--- src/rtl/safe_access_controller.sv ---
// Safe access controller. It sits after the code comparator and drives the bolt,
// the lockout indicator, the alarm pulse and the fail indicators from enter/match/relock.
module safe_access_controller #(
    parameter int MAX_FAILS      = 3,
    parameter int FAIL_W         = 2,
    parameter int UNLOCK_CYCLES  = 8,
    parameter int LOCKOUT_CYCLES = 16,
    parameter int TIMER_W        = 16
) (
    input  logic              clk,
    input  logic              rst_n,
    input  logic              enter,
    input  logic              match,
    input  logic              relock,
    output logic              unlocked,
    output logic              locked_out,
    output logic              alarm,
    output logic              fail_pulse,
    output logic [FAIL_W-1:0] fail_count
);

    typedef enum logic [1:0] {
        IDLE    = 2'd0,
        OPEN    = 2'd1,
        LOCKOUT = 2'd2
    } state_e;

    localparam logic [TIMER_W-1:0] UNLOCK_LOAD  = TIMER_W'(UNLOCK_CYCLES - 1);
    localparam logic [TIMER_W-1:0] LOCKOUT_LOAD = TIMER_W'(LOCKOUT_CYCLES - 1);
    localparam logic [FAIL_W:0]    MAX_FAILS_X  = (FAIL_W+1)'(MAX_FAILS);

    state_e              state_q, state_d;
    logic [TIMER_W-1:0]  timer_q, timer_d;
    logic [FAIL_W-1:0]   fail_count_q, fail_count_d;
    logic                unlocked_q, unlocked_d;
    logic                locked_out_q, locked_out_d;
    logic                alarm_q, alarm_d;
    logic                fail_pulse_q, fail_pulse_d;

    // One extra bit so the incremented count can never wrap before the compare.
    logic [FAIL_W:0]     fail_next;
    assign fail_next = {1'b0, fail_count_q} + (FAIL_W+1)'(1);

    always_comb begin
        state_d      = state_q;
        timer_d      = timer_q;
        fail_count_d = fail_count_q;
        unlocked_d   = 1'b0;
        locked_out_d = 1'b0;
        alarm_d      = 1'b0;
        fail_pulse_d = 1'b0;
        unique case (state_q)
            IDLE: begin
                if (enter) begin
                    if (match) begin
                        state_d      = OPEN;
                        timer_d      = UNLOCK_LOAD;
                        fail_count_d = '0;
                        unlocked_d   = 1'b1;
                    end else if (fail_next >= MAX_FAILS_X) begin
                        state_d      = LOCKOUT;
                        timer_d      = LOCKOUT_LOAD;
                        fail_count_d = MAX_FAILS_X[FAIL_W-1:0];
                        fail_pulse_d = 1'b1;
                        alarm_d      = 1'b1;
                        locked_out_d = 1'b1;
                    end else begin
                        fail_count_d = fail_next[FAIL_W-1:0];
                        fail_pulse_d = 1'b1;
                    end
                end
            end
            OPEN: begin
                // enter is deliberately not looked at here; relock and expiry share one exit.
                if (timer_q == '0 || relock) begin
                    state_d = IDLE;
                    timer_d = '0;
                end else begin
                    timer_d    = timer_q - TIMER_W'(1);
                    unlocked_d = 1'b1;
                end
            end
            LOCKOUT: begin
                if (timer_q == '0) begin
                    state_d      = IDLE;
                    fail_count_d = '0;
                end else begin
                    timer_d      = timer_q - TIMER_W'(1);
                    locked_out_d = 1'b1;
                end
            end
            default: begin
                state_d      = IDLE;
                timer_d      = '0;
                fail_count_d = '0;
            end
        endcase
    end

    always_ff @(posedge clk or negedge rst_n) begin
        if (!rst_n) begin
            state_q      <= IDLE;
            timer_q      <= '0;
            fail_count_q <= '0;
            unlocked_q   <= 1'b0;
            locked_out_q <= 1'b0;
            alarm_q      <= 1'b0;
            fail_pulse_q <= 1'b0;
        end else begin
            state_q      <= state_d;
            timer_q      <= timer_d;
            fail_count_q <= fail_count_d;
            unlocked_q   <= unlocked_d;
            locked_out_q <= locked_out_d;
            alarm_q      <= alarm_d;
            fail_pulse_q <= fail_pulse_d;
        end
    end

    assign unlocked   = unlocked_q;
    assign locked_out = locked_out_q;
    assign alarm      = alarm_q;
    assign fail_pulse = fail_pulse_q;
    assign fail_count = fail_count_q;

endmodule

--- config.mk ---
export PLATFORM = sky130hd
export DESIGN_NAME = safe_access_controller
export DESIGN_NICKNAME = d
export VERILOG_FILES = /design/src/rtl/safe_access_controller.sv
export SDC_FILE = /design/constraint.sdc
export NUM_CORES = 1
export LEC_CHECK = 0
export CELL_PAD_IN_SITES_DETAIL_PLACEMENT = 0
export CELL_PAD_IN_SITES_GLOBAL_PLACEMENT = 1
export CORE_ASPECT_RATIO = 0.8
export CORE_MARGIN = 2
export CORE_UTILIZATION = 44
export DETAILED_ROUTE_END_ITERATION = 7
export GPL_TIMING_DRIVEN = 1
export PLACE_DENSITY_LB_ADDON = 0.1
export SLEW_MARGIN = 20
export SYNTH_ARGS = -nofsm -noshare
export SYNTH_HDL_FRONTEND = slang
export SYNTH_SLANG_ARGS = --single-unit
export TNS_END_PERCENT = 50
--- constraint.sdc ---
create_clock -name clk -period 2.7 [get_ports clk]
set_clock_uncertainty 0.15 [all_clocks]
set_input_delay 0.54 -clock clk [delete_from_list [all_inputs] [get_ports clk]]
set_output_delay 0.54 -clock clk [all_outputs]
set_load 0.1 [all_outputs]
==> results of run 1 <==
==> worst paths after layout <==
check                      cells past startpoint  slack [ns]                        end
setup reg to reg                               7        0.34    timer_q[10]$_DFFE_PN0P_
min in group asynchronous                      2        0.46     timer_q[2]$_DFFE_PN0P_
max in group asynchronous                      2        1.69  fail_count[0]$_DFFE_PN0P_
setup / recovery                               7        0.34    timer_q[10]$_DFFE_PN0P_
hold reg to reg                                2        0.41    timer_q[14]$_DFFE_PN0P_
hold / removal                                 2        0.41    timer_q[14]$_DFFE_PN0P_
==> metrics by stage <==
stage,hold slack [ns],cells,worst slack [ns],total power (uW)
after detailed placement,0.390,199,0.182,1700
after global placement,0.376,199,0.230,1680
after floorplan,0.0944,151,0.354,1480
final,0.406,203,0.343,1940
after global routing,0.434,203,0.0235,2100
after CTS,0.402,203,0.308,1950
==> cells by family (layout without fill, tap and decap cells) <==
logic type / count (synthesis) / after routing
multiplexers: 1 / 1
buffers and inverters: 10 / 22
AND/OR/NAND/NOR: 65 / 65
adder cells (fa/ha/maj): 2 / 2
AO/OA/AOI/OAI: 47 / 47
XOR/XNOR: 2 / 2
flip-flops: 24 / 24
==> critical path: cells and delay by family, from the launching register on <==
family / cells / cell delay, ns
simple gates: 2 / 0.64
flops: 1 / 0.43
buf+inv: 1 / 0.10
xor+xnor: 1 / 0.19
fa+ha+maj: 1 / 0.21
compound gates: 2 / 0.57
==> cells in the final DEF (no fill, tap or decap), types with 2 or more instances in the layout <==
cell type        Yosys  routed
a211oi_1             2       2
a21oi_1             10      10
a2bb2oi_1            3       3
a31o_2               2       2
a32o_1               2       2
and2_1               4       4
and3_1               4       4
buf_4                1       9
clkbuf_8             0       4
clkdlybuf4s50_1      0       4
dfrtp_1             24      24
ha_1                 2       2
inv_1                5       5
nand2_1              6       6
nand2b_1             3       3
nand3_1              5       5
nor2_1              17      17
nor3_1               4       4
nor3_2               2       2
o21ai_0             11      11
o311ai_0             2       2
o31ai_1              2       2
or2_2                2       2
or3_1                3       3
or4_1                2       2
xor2_1               2       2
==> flip-flops by register name (all words and copies together) (netlist names) <==
name,flops
unlocked,1
state_q,2
locked_out,1
fail_count,2
fail_pulse,1
timer_q,16
alarm,1
==> layer usage <==
metal,GRT usage (%),vias up
li1,-,597
met1,29.1,577
met5,0,-
met2,30.9,19
met3,5.67,5
met4,7.33,0
==> cell type report <==
cell class                 instances  area [sq um]
sequential                        24           601
timing repair buffer              13           108
inverter                           5          18.8
multi-input combinational        117           782
fill                             299          1490
clock buffer                       4          55.1
tap                               40          50.0
==> power by group through the flow <==
stage / Sequential, uW / Combinational [uW] / Clock (uW)
after floorplan: 759 / 719 / 0
after global placement: 589 / 1100 / 0
after detailed placement: 593 / 1100 / 0
after CTS: 586 / 1110 / 261
after global routing: 607 / 1220 / 274
final: 587 / 1110 / 249
==> impl_metrics.json, run 1 <==
{
  "syn_avg_cell_area_sq_um": 9.50,
  "clock-sinks": 24,
  "p_int_uw": 945,
  "worstMarginPinSlew_ns": 0.488,
  "hold_buffers": 0,
  "cts.path.max_buffers": 2,
  "core_sq_mm": 0.00311,
  "post-dp-hpwl_um": 2460,
  "synth.net_count": 158,
  "htree_levels": 1,
  "postLayoutCellArea_sq_mm": 0.00161,
  "synthSimpleGateAreaFrac_pct": 27.2,
  "yosysTopAreaCell": "dfrtp_1",
  "detail-route-antenna-nets": 0,
  "seq_area_frac_synth_pct": 41.8,
  "wl_per_cell_um": 16.0,
  "dieArea_sq_mm": 0.00374,
  "remaining_drc_errors": 0,
  "area_delta_synth_final_pct": 12.5,
  "num_rows": 18,
  "synthCells": 151,
  "ios": 11,
  "min_from": "timer_q[14]$_DFFE_PN0P_",
  "detail_route.first_pass.iterations": 5,
  "synthMuxAreaShare_pct": 0.697,
  "layout_min_cycle_time_ns": 2.36,
  "cp_slowest_stage_delay_ns": 0.53,
  "synth_top_cell_area_share_pct": 41.8,
  "synthTopCellsByCount": "dfrtp_1, nor2_1, o21ai_0",
  "gp_congestion": 0.781,
  "tns_ns": 0,
  "vias_per_cell": 5.90,
  "dr_wl_met3_um": 107,
  "cts_tree": "done",
  "synthTopCellsByArea": "dfrtp_1, nor2_1, o21ai_0, a21oi_1, a2bb2oi_1",
  "outcome": "finished clean",
  "postCtsSetupBuffers": 0,
  "power.density_mw_per_mm2": 1200,
  "clock.fmax_ghz": 0.424,
  "grt_max_degree": 25,
  "slew_violations": 0,
  "r2r-start": "timer_q[0]$_DFFE_PN0P_",
  "postCtsResizedCells": 0,
  "power_frac_clock_pct": 12.8,
  "relSlewSlack_pct": 67.1,
  "synth.most_common_cell": "dfrtp_1",
  "finalHoldViolations": 0,
  "final-setup-viol-count": 0,
  "totalWireLength_um": 3240,
  "synth_top_family_by_area": "simple AND/OR/NAND/NOR gates",
  "wl_met1_um": 1690,
  "portBuffers": 10,
  "leakage_uw": 0.000698,
  "ys_ff_latch": 24,
  "start_util_pct": 46.2,
  "synth-adder-area-share_pct": 1.74,
  "ys_warn_count": 0,
  "cap_violations": 0,
  "synth_cell_types": 53,
  "synthArstFlopShare_pct": 100,
  "startpoint": "timer_q[0]$_DFFE_PN0P_",
  "clk_pin_slew_worst_paths_ns": 0.09,
  "fp.dieH_um": 55.1,
  "switching_share_pct": 51.3,
  "grt_pass1_wl_um": 5600,
  "vias": 1198,
  "grt_pass1_vias": 1122,
  "cp_cell_sequence": "inv_1, ha_1, or3b_2, a211oi_1, o311ai_0, xor2_1, nor2_1",
  "syn_area_sq_mm": 0.00144,
  "clk_latency_ns": 0.27,
  "synth_xor_area_share_pct": 1.22,
  "cts_buffers": 3,
  "synth-edff-count": 0,
  "die_w_um": 67.9,
  "fin_crit_sh_pct": 87.3,
  "antenna_found_initial": 0,
  "comb_power_share_pct": 56.9,
  "switchingPower_uw": 996,
  "overflow": 0,
  "dr_wl_met2_um": 1400,
  "peakVddDrop_mv": 0.715,
  "synth_compound_area_share_pct": 23.6,
  "dr.first_iter.drc_count": 94,
  "rsz0062_at_grt": "false",
  "root_buffer": "clkbuf_8",
  "cp_max_fo": 5,
  "hold_path_class": "reg -> reg",
  "layout-drive-gt1-share_pct": 17.2,
  "synth_flop_cell": "dfrtp_1",
  "fin_util_pct": 51.9,
  "end_kind": "flip-flop",
  "dpl_cell_area_sq_mm": 0.00156,
  "worstSetupPathType": "reg -> reg",
  "top_layer": "met4",
  "finalNetCount": 171,
  "worstSetupStartpointType": "flip-flop",
  "antenna_cells": 0,
  "required_ns": 2.75,
  "crit_arrival_ns": 2.41,
  "pwr-share-seq_pct": 30.2,
  "track_usage_pct": 20.8,
  "cpMaxStageDelayCell": "or3b_2"
}
(Power assumes the default switching activity.)
==> run 2: changes to the inputs <==
- CORE_UTILIZATION: 44 -> 40
- clock period: 2.7 -> 1.95 ns (I/O delays scaled with it)
==> run 2 against run 1 <==
- the run now ends with setup timing left
- die area is 9.3% higher
- clock-buffer cell count stayed put
- sequential power is 46% higher
- worst hold slack worse by 0.077 ns
- final area is 38% higher
- wire length is 37% higher
- power is 96% higher
- largest cell class unchanged
- largest power group unchanged
- highest routed layer unchanged
==> impl_metrics.json, run 2 (synthesis gave the netlist of run 1 again) <==
{
  "outcome": "finished with violations",
  "violations": "setup timing",
  "clk_latency_ns": 0.27,
  "gp_congestion": 0.875,
  "largest_reg_flops": 16,
  "antenna_found_initial": 0,
  "grt_pass1_wl_um": 7090,
  "power_frac_clock_pct": 8.1,
  "die_w_um": 71.0,
  "leakage_uw": 0.000960,
  "portBuffers": 10,
  "ios": 11,
  "cts_buffers": 3,
  "antenna_cells": 0,
  "rsz0062_at_grt": "true",
  "clock.fmax_ghz": 0.489,
  "core_sq_mm": 0.00342,
  "cp_slowest_stage_delay_ns": 0.58,
  "power.density_mw_per_mm2": 1710,
  "track_usage_pct": 22.5,
  "fill_cells": 287,
  "grt_pass1_vias": 1444,
  "r2r_cells": 6,
  "hold_path_class": "in -> async",
  "peakVddDrop_mv": 1.40,
  "grt_max_degree": 25,
  "crit_arrival_ns": 2.09,
  "detail_route.first_pass.iterations": 4,
  "vias_per_cell": 5.75,
  "final_cells": 251,
  "postLayoutCellArea_sq_mm": 0.00223,
  "num_rows": 19,
  "layout-drive-gt1-share_pct": 48.8,
  "root_buffer": "clkbuf_8",
  "comb_power_share_pct": 69.4,
  "r2r-end": "timer_q[15]$_DFFE_PN0P_",
  "cts_tree": "done",
  "timing.final.ws_setup_ns": -0.0934,
  "worstMarginPinSlew_ns": 0.355,
  "dr.first_iter.drc_count": 73,
  "finalHoldViolations": 0,
  "remaining_drc_errors": 0,
  "required_ns": 1.99,
  "cp_max_fo": 4,
  "p_int_uw": 2000,
  "fin_crit_sh_pct": 105,
  "totalWireLength_um": 4430,
  "start_util_pct": 41.9,
  "final-setup-viol-count": 7,
  "overflow": 0,
  "wl_per_cell_um": 17.7,
  "slew_violations": 0,
  "r2r-start": "timer_q[1]$_DFFE_PN0P_",
  "clock-sinks": 24,
  "htree_levels": 1,
  "pwr-share-seq_pct": 22.5,
  "clk_pin_slew_worst_paths_ns": 0.09,
  "detail-route-antenna-nets": 0,
  "layout_commonest_cell": "buf_4",
  "area.sequential_sq_um": 604,
  "layout_min_cycle_time_ns": 2.04,
  "dieArea_sq_mm": 0.00409,
  "cpMaxStageDelayCell": "or4_4",
  "dpl_cell_area_sq_mm": 0.00195,
  "worstSetupStartpointType": "flip-flop",
  "relSlewSlack_pct": 76.4,
  "cp_top_family": "simple AND/OR/NAND/NOR gates",
  "switching_share_pct": 47.6,
  "placedCellCount": 242,
  "post-dp-hpwl_um": 2980,
  "mostFrequentLayoutCells": "buf_4, dfrtp_1, nor2_1",
  "multiInputGateArea_sq_um": 963,
  "reg2reg_slack_ns": -0.09,
  "finalNetCount": 217,
  "crit_buf_inv": 1,
  "switchingPower_uw": 1810,
  "cap_violations": 0,
  "end_kind": "flip-flop",
  "top_register": "timer_q",
  "cts.path.max_buffers": 2,
  "vias": 1442,
  "cp_cell_sequence": "buf_6, or4_4, nor4_4, o311ai_2, a21oi_1, a2bb2oi_1",
  "worstSetupPathType": "reg -> reg",
  "area_delta_synth_final_pct": 55.2,
  "fp.dieH_um": 57.6
}
## run 2: cell count changes in the layout (fill, tap and decap cells not counted), moves of 2 or more
cell and change:
buf_4 +36, buf_12 +6, nor2_1 -5, buf_6 +4, a21oi_1 -3, a21oi_2 +3
nor2_2 +3, o21ai_0 -3, o311ai_2 +3, ha_1 -2, nor2_4 +2, nor3_1 -2
nor3_4 +2, o311ai_0 -2
## run 2: final cells by class
class / instances / area share (%)
multi-input combinational: 117 / 43.3
sequential: 24 / 27.1
tap: 42 / 2.36
clock buffer: 4 / 2.02
inverter: 5 / 0.843
timing repair buffer: 59 / 24.4
## run 2: how the worst max path moves through the flow
stage,start,to,slack [ns],cells after the start
after CTS,timer_q[1]$_DFFE_PN0P_,timer_q[15]$_DFFE_PN0P_,-0.09,6
after global routing,timer_q[1]$_DFFE_PN0P_,timer_q[15]$_DFFE_PN0P_,-0.16,6
after detailed placement,match,timer_q[7]$_DFFE_PN0P_,-0.29,6
after global placement,timer_q[0]$_DFFE_PN0P_,timer_q[8]$_DFFE_PN0P_,-0.26,7
after floorplan,timer_q[0]$_DFFE_PN0P_,timer_q[8]$_DFFE_PN0P_,-0.06,7
final,timer_q[1]$_DFFE_PN0P_,timer_q[15]$_DFFE_PN0P_,-0.09,6
## run 2: through the flow
step | setup slack, ns | power (uW) | utilization, % | hold slack (ns) | setup TNS (ns)
after floorplan | -0.0649 | 2050 | - | -0.0556 | -0.130
after global placement | -0.259 | 2960 | 56.9 | 0.393 | -2.91
after detailed placement | -0.292 | 2990 | 56.9 | 0.412 | -3.34
after CTS | -0.0907 | 3480 | 60.9 | 0.341 | -0.106
after global routing | -0.158 | 4050 | 65.1 | 0.357 | -1.04
final | -0.0934 | 3810 | 65.1 | 0.328 | -0.341
## run 2: routing by layer
metal  track usage (%)  part of all wire, %  vias up
met5                 0                    0        -
met3              4.42                  3.3        4
met1              31.1                   46      723
li1                  -                    -      688
met4              4.58                 0.61        0
met2              37.2                   50       27
## run 2: power groups by stage
| stage | clock (uW) | combinational (uW) | sequential, uW |
|---|---|---|---|
| 2_1_floorplan | 0 | 995 | 1060 |
| 3_3_place_gp | 0 | 2150 | 815 |
| 3_5_place_dp | 0 | 2170 | 826 |
| 4_1_cts | 324 | 2340 | 822 |
| 5_1_grt | 347 | 2820 | 875 |
| 6_report | 309 | 2640 | 859 |
## run 2: repair_timing
action	4_1_cts	5_1_grt
buffers inserted	1	4
hold buffers	0	0
resized for setup	18	30
pin swaps	10	11
cloned	0	0
endpoints found under the setup margin	16	20
==> run 3: changes to the inputs <==
- CELL_PAD_IN_SITES_DETAIL_PLACEMENT: 0 -> 1
==> run 3 against run 2 <==
- worst hold slack improved by 0.00083 ns
- wire length is 27% higher
- the flow still finishes with violations (setup timing)
- largest power group unchanged
- highest routed layer unchanged
- clock-buffer cell count is the same
==> impl_metrics.json, run 3 (synthesis gave the netlist of run 1 again) <==
{
  "die_w_um": 71.0,
  "layout_min_cycle_time_ns": 2.12,
  "dr.first_iter.drc_count": 106,
  "power.density_mw_per_mm2": 1780,
  "tns_ns": -0.883,
  "cts_buffers": 3,
  "leakage_uw": 0.000975,
  "cts_tree": "done",
  "peakVddDrop_mv": 0.980,
  "mostFrequentLayoutCells": "buf_4, dfrtp_1, nor2_1",
  "detail_route.first_pass.iterations": 4,
  "largest_reg_flops": 16,
  "end_kind": "flip-flop",
  "cap_violations": 0,
  "clk_latency_ns": 0.28,
  "fill_cells": 355,
  "core_sq_mm": 0.00342,
  "cts.path.max_buffers": 2,
  "grt_pass1_wl_um": 8450,
  "antenna_found_initial": 0,
  "clk_pin_slew_worst_paths_ns": 0.09,
  "area_delta_synth_final_pct": 58.0,
  "cpMaxStageDelayCell": "or4_4",
  "num_rows": 19,
  "relSlewSlack_pct": 68.7,
  "cp_cell_sequence": "buf_6, or4_4, nor4_4, o311ai_2, a21oi_2, a2bb2oi_1",
  "grt_pass1_vias": 1710,
  "finalNetCount": 220,
  "portBuffers": 10,
  "clock.fmax_ghz": 0.472,
  "finalHoldViolations": 0,
  "overflow": 0,
  "ios": 11,
  "totalWireLength_um": 5650,
  "gp_congestion": 0.875,
  "wl_per_cell_um": 22.2,
  "fin_util_pct": 66.2,
  "detail-route-antenna-nets": 0,
  "worstSetupStartpointType": "flip-flop",
  "rsz0062_at_grt": "true",
  "slew_violations": 0,
  "htree_levels": 1,
  "clock-sinks": 24,
  "cp_max_fo": 4,
  "remaining_drc_errors": 0,
  "start_util_pct": 41.9,
  "vias_per_cell": 6.08,
  "r2r-end": "timer_q[15]$_DFFE_PN0P_",
  "final-setup-viol-count": 12,
  "r2r-start": "timer_q[1]$_DFFE_PN0P_",
  "grt_max_degree": 25,
  "layout-drive-gt1-share_pct": 50.9,
  "hold_buffers": 0,
  "fp.dieH_um": 57.6,
  "vias": 1544,
  "final_cells": 254,
  "timing.final.ws_setup_ns": -0.170,
  "post-dp-hpwl_um": 3490,
  "fin_crit_sh_pct": 109,
  "hold_path_class": "in -> async",
  "r2r_cells": 6,
  "worstSetupPathType": "reg -> reg",
  "layout_commonest_cell": "buf_4",
  "dieArea_sq_mm": 0.00409,
  "violations": "setup timing",
  "crit_arrival_ns": 2.17,
  "worstMarginPinSlew_ns": 0.468,
  "track_usage_pct": 26.7,
  "top_register": "timer_q",
  "placedCellCount": 242,
  "outcome": "finished with violations",
  "cp_slowest_stage_delay_ns": 0.59,
  "antenna_cells": 0,
  "reg2reg_slack_ns": -0.17,
  "root_buffer": "clkbuf_8",
  "required_ns": 2.00
}
[run 3: how the worst max path moves through the flow]
stage	end	from	cells after the start
after CTS	timer_q[15]$_DFFE_PN0P_	timer_q[1]$_DFFE_PN0P_	6
after detailed placement	timer_q[13]$_DFFE_PN0P_	match	6
final	timer_q[15]$_DFFE_PN0P_	timer_q[1]$_DFFE_PN0P_	6
after global routing	timer_q[10]$_DFFE_PN0P_	timer_q[1]$_DFFE_PN0P_	7
after floorplan	timer_q[8]$_DFFE_PN0P_	timer_q[0]$_DFFE_PN0P_	7
after global placement	timer_q[8]$_DFFE_PN0P_	timer_q[0]$_DFFE_PN0P_	7
[run 3: stage by stage]
step | power (uW) | setup WS [ns] | hold WS (ns) | cell area [sq um]
after floorplan | 2050 | -0.0649 | -0.0556 | 1440
after global placement | 2960 | -0.259 | 0.393 | 1950
after detailed placement | 3060 | -0.374 | 0.398 | 1950
after CTS | 3690 | -0.111 | 0.341 | 2140
after global routing | 4250 | -0.253 | 0.346 | 2270
final | 4040 | -0.170 | 0.329 | 2270
[run 3: what timing repair did]
action	in CTS	in global routing
resized for setup	27	28
pin swaps	11	4
endpoints found under the setup margin	17	18
setup buffers	5	4
[run 3: critical path: cells and delay by family (launching register included)]
family | cells | cell delay, ns
buf+inv | 1 | 0.12
compound gates | 3 | 0.54
simple gates | 2 | 0.82
flops | 1 | 0.40
[run 3: cell type report]
class                           count  area (sq um)  area share [%]
Tap cell                           42          52.6            2.32
Multi-Input combinational cell    117           971            42.8
Inverter                            5          18.8           0.828
Timing Repair Buffer               62           573            25.3
Clock buffer                        4          45.0            1.99
Sequential cell                    24           607            26.8
[run 3: power by group]
| group | internal (uW) | total [uW] | switching (uW) |
|---|---|---|---|
| logic | 1260 | 2850 | 1590 |
| clock network | 147 | 318 | 172 |
| registers | 656 | 876 | 220 |
[run 3: metal layers]
layer	GRT usage (%)	share of wire (%)
met5	0	0
met2	49.4	49
met1	32.7	41
met3	5.30	6.6
met4	5.12	4.0
